`src/rtl/popcount_decoder.sv`:
```
// Decodes a 3-bit ones-count (0..4) into a 4-bit word with exactly that many ones, registered, valid/ready on both sides.
// Optional macro POPCOUNT_DECODER_ROTATE_EN rotates the thermometer by a running pointer to spread ones across bit lanes.
module popcount_decoder #(
  parameter int ERR_CNT_W = 8
) (
  input  logic                 Clock,
  input  logic                 Reset,
  input  logic                 InValid,
  output logic                 InReady,
  input  logic [2:0]           Count,
  output logic                 OutValid,
  input  logic                 OutReady,
  output logic [3:0]           Pattern,
  output logic                 Error,
  output logic [ERR_CNT_W-1:0] ErrCount
);

  logic       accept;
  logic       illegal;
  logic [3:0] therm;
  logic [3:0] dec;

  // Pass-through backpressure: a draining slot can be refilled on the same edge.
  assign InReady = ~Reset & (~OutValid | OutReady);
  assign accept  = InValid & InReady;
  assign illegal = Count[2] & (|Count[1:0]);

  // Illegal counts fall into the default and decode to all zeros.
  always_comb begin
    therm = 4'b0000;
    case (Count)
      3'd1:    therm = 4'b0001;
      3'd2:    therm = 4'b0011;
      3'd3:    therm = 4'b0111;
      3'd4:    therm = 4'b1111;
      default: therm = 4'b0000;
    endcase
  end

`ifdef POPCOUNT_DECODER_ROTATE_EN
  logic [1:0] ptr;

  always_comb begin
    dec = therm;
    case (ptr)
      2'd0:    dec = therm;
      2'd1:    dec = {therm[2:0], therm[3]};
      2'd2:    dec = {therm[1:0], therm[3:2]};
      default: dec = {therm[0], therm[3:1]};
    endcase
  end

  // Advancing by count mod 4 keeps the next word starting just past the last one written.
  always_ff @(posedge Clock) begin
    if (Reset)                  ptr <= 2'd0;
    else if (accept & ~illegal) ptr <= ptr + Count[1:0];
  end
`else
  assign dec = therm;
`endif

  always_ff @(posedge Clock) begin
    if (Reset) begin
      OutValid <= 1'b0;
      Pattern  <= 4'b0000;
      Error    <= 1'b0;
      ErrCount <= '0;
    end else if (accept) begin
      OutValid <= 1'b1;
      Pattern  <= dec;
      Error    <= illegal;
      if (illegal && (ErrCount != '1)) ErrCount <= ErrCount + ERR_CNT_W'(1);
    end else if (OutReady) begin
      OutValid <= 1'b0;
    end
  end

endmodule

```
`config.mk`:
```
export PLATFORM = sky130hd
export DESIGN_NAME = popcount_decoder
export DESIGN_NICKNAME = d
export VERILOG_FILES = /design/src/rtl/popcount_decoder.sv
export SDC_FILE = /design/constraint.sdc
export NUM_CORES = 1
export LEC_CHECK = 0
export CAP_MARGIN = 10
export CORE_MARGIN = 2
export CORE_UTILIZATION = 45
export DETAILED_ROUTE_END_ITERATION = 8
export HOLD_SLACK_MARGIN = 0.05
export PLACE_DENSITY = 0.87
export SKIP_CTS_REPAIR_TIMING = 1
export SLEW_MARGIN = 25
export SYNTH_ARGS = -nofsm -noshare
export SYNTH_HDL_FRONTEND = slang
export SYNTH_SLANG_ARGS = --single-unit
```
`constraint.sdc`:
```
create_clock -name Clock -period 3.29 [get_ports Clock]
set_input_delay 0.8225 -clock Clock [delete_from_list [all_inputs] [get_ports Clock]]
set_output_delay 0.8225 -clock Clock [all_outputs]
set_load 0.005 [all_outputs]
```
After elaboration in Yosys (flattened, before gate mapping)
Cells that the tools add are included.
{ "op_classes": {"bitwise": 6, "muxes": 3, "reduce_logical": 4, "addsub": 1, "n_eq_ne": 5} }
{ "ops": {"columns": ["operator", "n"], "rows": [
  ["$pmux 4 s4", 1],
  ["$add 8x1->8 const B", 1],
  ["$ne 8x8->1 const B", 1],
  ["$eq 3x2->1 const B", 2],
  ["$and 1x1->1", 3],
  ["$eq 3x1->1 const B", 1],
  ["$eq 3x3->1 const B", 1],
  ["$mux 1", 2],
  ["$not 1->1", 2],
  ["$reduce_and 2->1", 1],
  ["$reduce_bool 2->1", 1],
  ["$reduce_or 2->1", 1],
  ["$logic_and 1x1->1", 1],
  ["$or 1x1->1", 1]
]} }
{ "word_totals": {"regBits": 14} }

Logic depth before layout (Yosys ltp)
{ "depth": {"ltp_word": 5, "depth_mapped": 6, "ltp_nobuf": 5} }

Least setup slack after synthesis
Ideal clock, no wire load.
{ "synth_path": {"path_kind": "input-to-output", "start": "input port Reset", "end": "output port InReady", "slack_ns": 1.302, "n_path_buf": 1, "path_stages": 2, "arrival_ns": 1.165, "path_cell_list": "clkbuf_1 > nor2_1"} }
{ "synth_via": {"elab_chain_cells": 2} }
{ "synth_lines": {"columns": ["item", "line", "rtl"], "rows": [
  ["start, declared", "7", "input logic Reset,"],
  ["$not 1->1", "24", "assign InReady = ~Reset & (~OutValid | OutReady);"],
  ["$and 1x1->1", "24", null],
  ["end, declared", "9", "output logic InReady,"]
]} }
No other way between the ends.

Worst setup path in the final report
{ "layout_path": {"start": "input port OutReady", "end": "output port InReady"} }
{ "layout_via": {"elab_chain_cells": 2} }
{ "layout_lines": {"columns": ["item", "line", "rtl"], "rows": [
  ["start, declared", "12", "input logic OutReady,"],
  ["$or 1x1->1", "24", null],
  ["$and 1x1->1", "24", null]
]} }
No other way between the ends.

==> impl_metrics.ini <==
[placement]
placedCellCount = 112
port_buffers = 21
dp_slack_ns = 0.511
dpl_cell_area_sq_um = 905
place_congestion = 0.694

[synthesis]
netlist_instances = 77
yosysWarnings = 0
synth_area_per_cell_sq_um = 8.92
yosys.cell_types.count = 32
ys_seq_area_share_pct = 40.8
ys_ff_latch = 14
syn-num-nets = 85
syn_area_sq_um = 687

[die]
die_area_sq_um = 1860
fp.dieW_microns = 43.1
dieHeight_microns = 43.1
core_area_sq_um = 1470
std_cell_rows = 14
io_pins = 22
start_util_pct = 46.7

[power]
intPower_uw = 265
cellPowerDensity_nw_per_um2 = 362
power.share.sequential_pct = 52.0
p_sw_share_pct = 22.3
p_sw_uw = 75.9
peakVddDrop_uv = 257
power.share.clock_pct = 36.3
static-leakage-power_uw = 0.000335
totalPowerFinal_uw = 341
p_comb_share_pct = 11.7

[cells_and_area]
stdcell_area_sq_um = 941
fin_nets = 109
insertedDiodeCount = 0
layout.area.seq_sq_um = 280
fillers = 146
final_cell_count_no_fill = 116
drive_above_1_share_pct = 10.0
syn_to_final_growth_pct = 37.0
multi_input_area_sq_um = 375

[clocking]
cts-htree-levels = 1
clk_pin_slew_ns = 0.08
clock_latency_ns = 0.28
cts_tree = built
cts-root-buf = clkbuf_4
cts.sinks = 14
numCtsBuffers = 3
clk_path_buf_depth = 2

[grt]
grt_max_degree = 17
grt_pass1_wl_microns = 2530
grt_pass1_vias = 609
gr-usage-all-layers_pct = 18.2
antenna_found_initial = 0
grt_overflow = 0

[worst_hold_path]
min_path_cells = 2
holdCritPathClass = flip-flop to flip-flop

[detailed_routing]
drt_iter0_drc = 15
drc = 0
firstDrtPassIters = 4
ant_nets = 0
vias = 670
drt-wirelength-per-cell_microns = 12.5
drt_wl_total_microns = 1450
routed_via_density = 5.78

[sta]
slew_violations = 0
hold_viol = 0
finalSetupTns_ns = 0
tightest_slew_ns = 0.347
min_period_over_period_pct = 84.2
clock_skew_ns = 0.00486
rsz0062_at_grt = false
fin_crit_ns = 2.77
max_slew_margin_pct = 76.6
max_freq_ghz = 0.361
fin_ws_ns = 0.520
finalSetupViolations = 0

[worst_setup_path]
critPathKind = primary input to output pin
cpMostUsedCell = clkdlybuf4s50_1
slowest_stage = clkdlybuf4s50_1
worstReg2RegStart = ErrCount[0]
end_kind = output pin
critPathCapture = InReady
setup.worst_path.start_class = primary input
regToRegEndpoint = ErrCount[5]
cp_max_fo = 2
r2r_setup_slack_ns = 1.66
crit_required_ns = 2.47
slowest_delay_ns = 0.51
rr_worst_depth = 5
critPathArrivalTime_ns = 1.95
crit_path_cell_trace = clkdlybuf4s50_1, nor2b_1, nor2_1, clkdlybuf4s50_1
crit_path_start = OutReady

[outcome]
status = finished, final reports clean

[job]
max-cap-violations = 0
[critical path: cells and delay by family]
family | cells | cell delay (ns)
buffers and inverters | 2 | 0.98
AND/OR/NAND/NOR | 2 | 0.14
[sequential cells by signal (all words and copies together) (netlist names)]
register	flops
ErrCount	8
Pattern	4
Error	1
OutValid	1
[final cells by class]
cell class / count / area share (%)
clock buffer: 4 / 3.86
inverter: 3 / 1.20
tap: 16 / 2.13
sequential: 14 / 29.8
multi-input combinational: 57 / 39.9
timing repair buffer: 22 / 23.1
[metrics by stage]
step | hold slack, ns | util (%)
2_1_floorplan | 0.453 | -
3_3_place_gp | 0.449 | 61.5
3_5_place_dp | 0.454 | 61.5
4_1_cts | 0.465 | 63.9
5_1_grt | 0.477 | 63.9
6_report | 0.465 | 63.9
[power groups by stage]
stage / clock, uW / sequential [uW] / combinational, uW
finish: 124 / 177 / 39.9
global route: 135 / 178 / 43.8
CTS: 127 / 177 / 40.4
detailed placement: 0 / 181 / 40.3
global placement: 0 / 181 / 39.1
floorplan: 0 / 181 / 16.6
[layout by cell type, fill, tap and decap left out, types with 2 or more instances in the layout]
| master | instances |
|---|---|
| clkdlybuf4s50_1 | 21 |
| dfxtp_1 | 14 |
| a21oi_1 | 7 |
| nor2_1 | 6 |
| nand3_1 | 5 |
| nand2_1 | 4 |
| o21ai_0 | 4 |
| nor2b_1 | 3 |
| or4_1 | 3 |
| inv_1 | 3 |
| clkbuf_4 | 3 |
| o41ai_1 | 2 |
| nor3b_1 | 2 |
| o31ai_1 | 2 |
| or3_1 | 2 |
| o311ai_0 | 2 |
[worst min-delay path by stage]
stage,slack (ns),endpoint,from
6_report,0.46,Error,Error
5_1_grt,0.48,Error,Error
4_1_cts,0.47,Error,Error
3_5_place_dp,0.45,Error,Error
3_3_place_gp,0.45,Error,Error
2_1_floorplan,0.45,Error,Error
[cells by family (layout without fill, tap and decap cells)]
kind of cell | Yosys count | in the layout | synth area share [%]
compound gates | 19 | 19 | 17.3
fa+ha+maj | 1 | 1 | 1.82
buf+inv | 6 | 29 | 4.55
flops | 14 | 14 | 40.8
mux | 2 | 2 | 3.10
simple gates | 35 | 35 | 32.4
[routing by layer]
metal	GRT usage [%]	vias up	wire length, microns
li1	-	332	-
met1	21.4	306	653
met2	29.4	30	687
met3	4.68	2	94
met4	10.9	0	11
met5	0	-	0
[cell usage after synthesis]
library cell	instances	area, sq um
nand4_1	1	6.26
dfxtp_1	14	280
or4_1	3	22.5
nand2b_1	1	6.26
buf_2	1	5.00
nand2_1	4	15.0
nand3b_4	1	20.0
and4_1	1	8.76
ha_1	1	12.5
and2_4	1	8.76
buf_6	1	11.3
nor3_1	1	5.00
o41ai_1	2	17.5
o21ai_1	1	5.00
inv_1	3	11.3
nor3b_1	2	15.0
nor2_1	6	22.5
nor4_2	1	12.5
a31o_2	1	8.76
nand3_1	5	25.0
or3_1	2	12.5
o31ai_1	2	15.0
a21oi_1	7	35.0
mux2_1	1	11.3
nor2b_1	3	18.8
o21ai_0	4	20.0
mux2i_1	1	10.0
o311ai_0	2	17.5
and3_1	1	6.26
clkbuf_1	1	3.75
nor2b_2	1	8.76
or3b_1	1	8.76
Power figures use the tool's default switching activity.
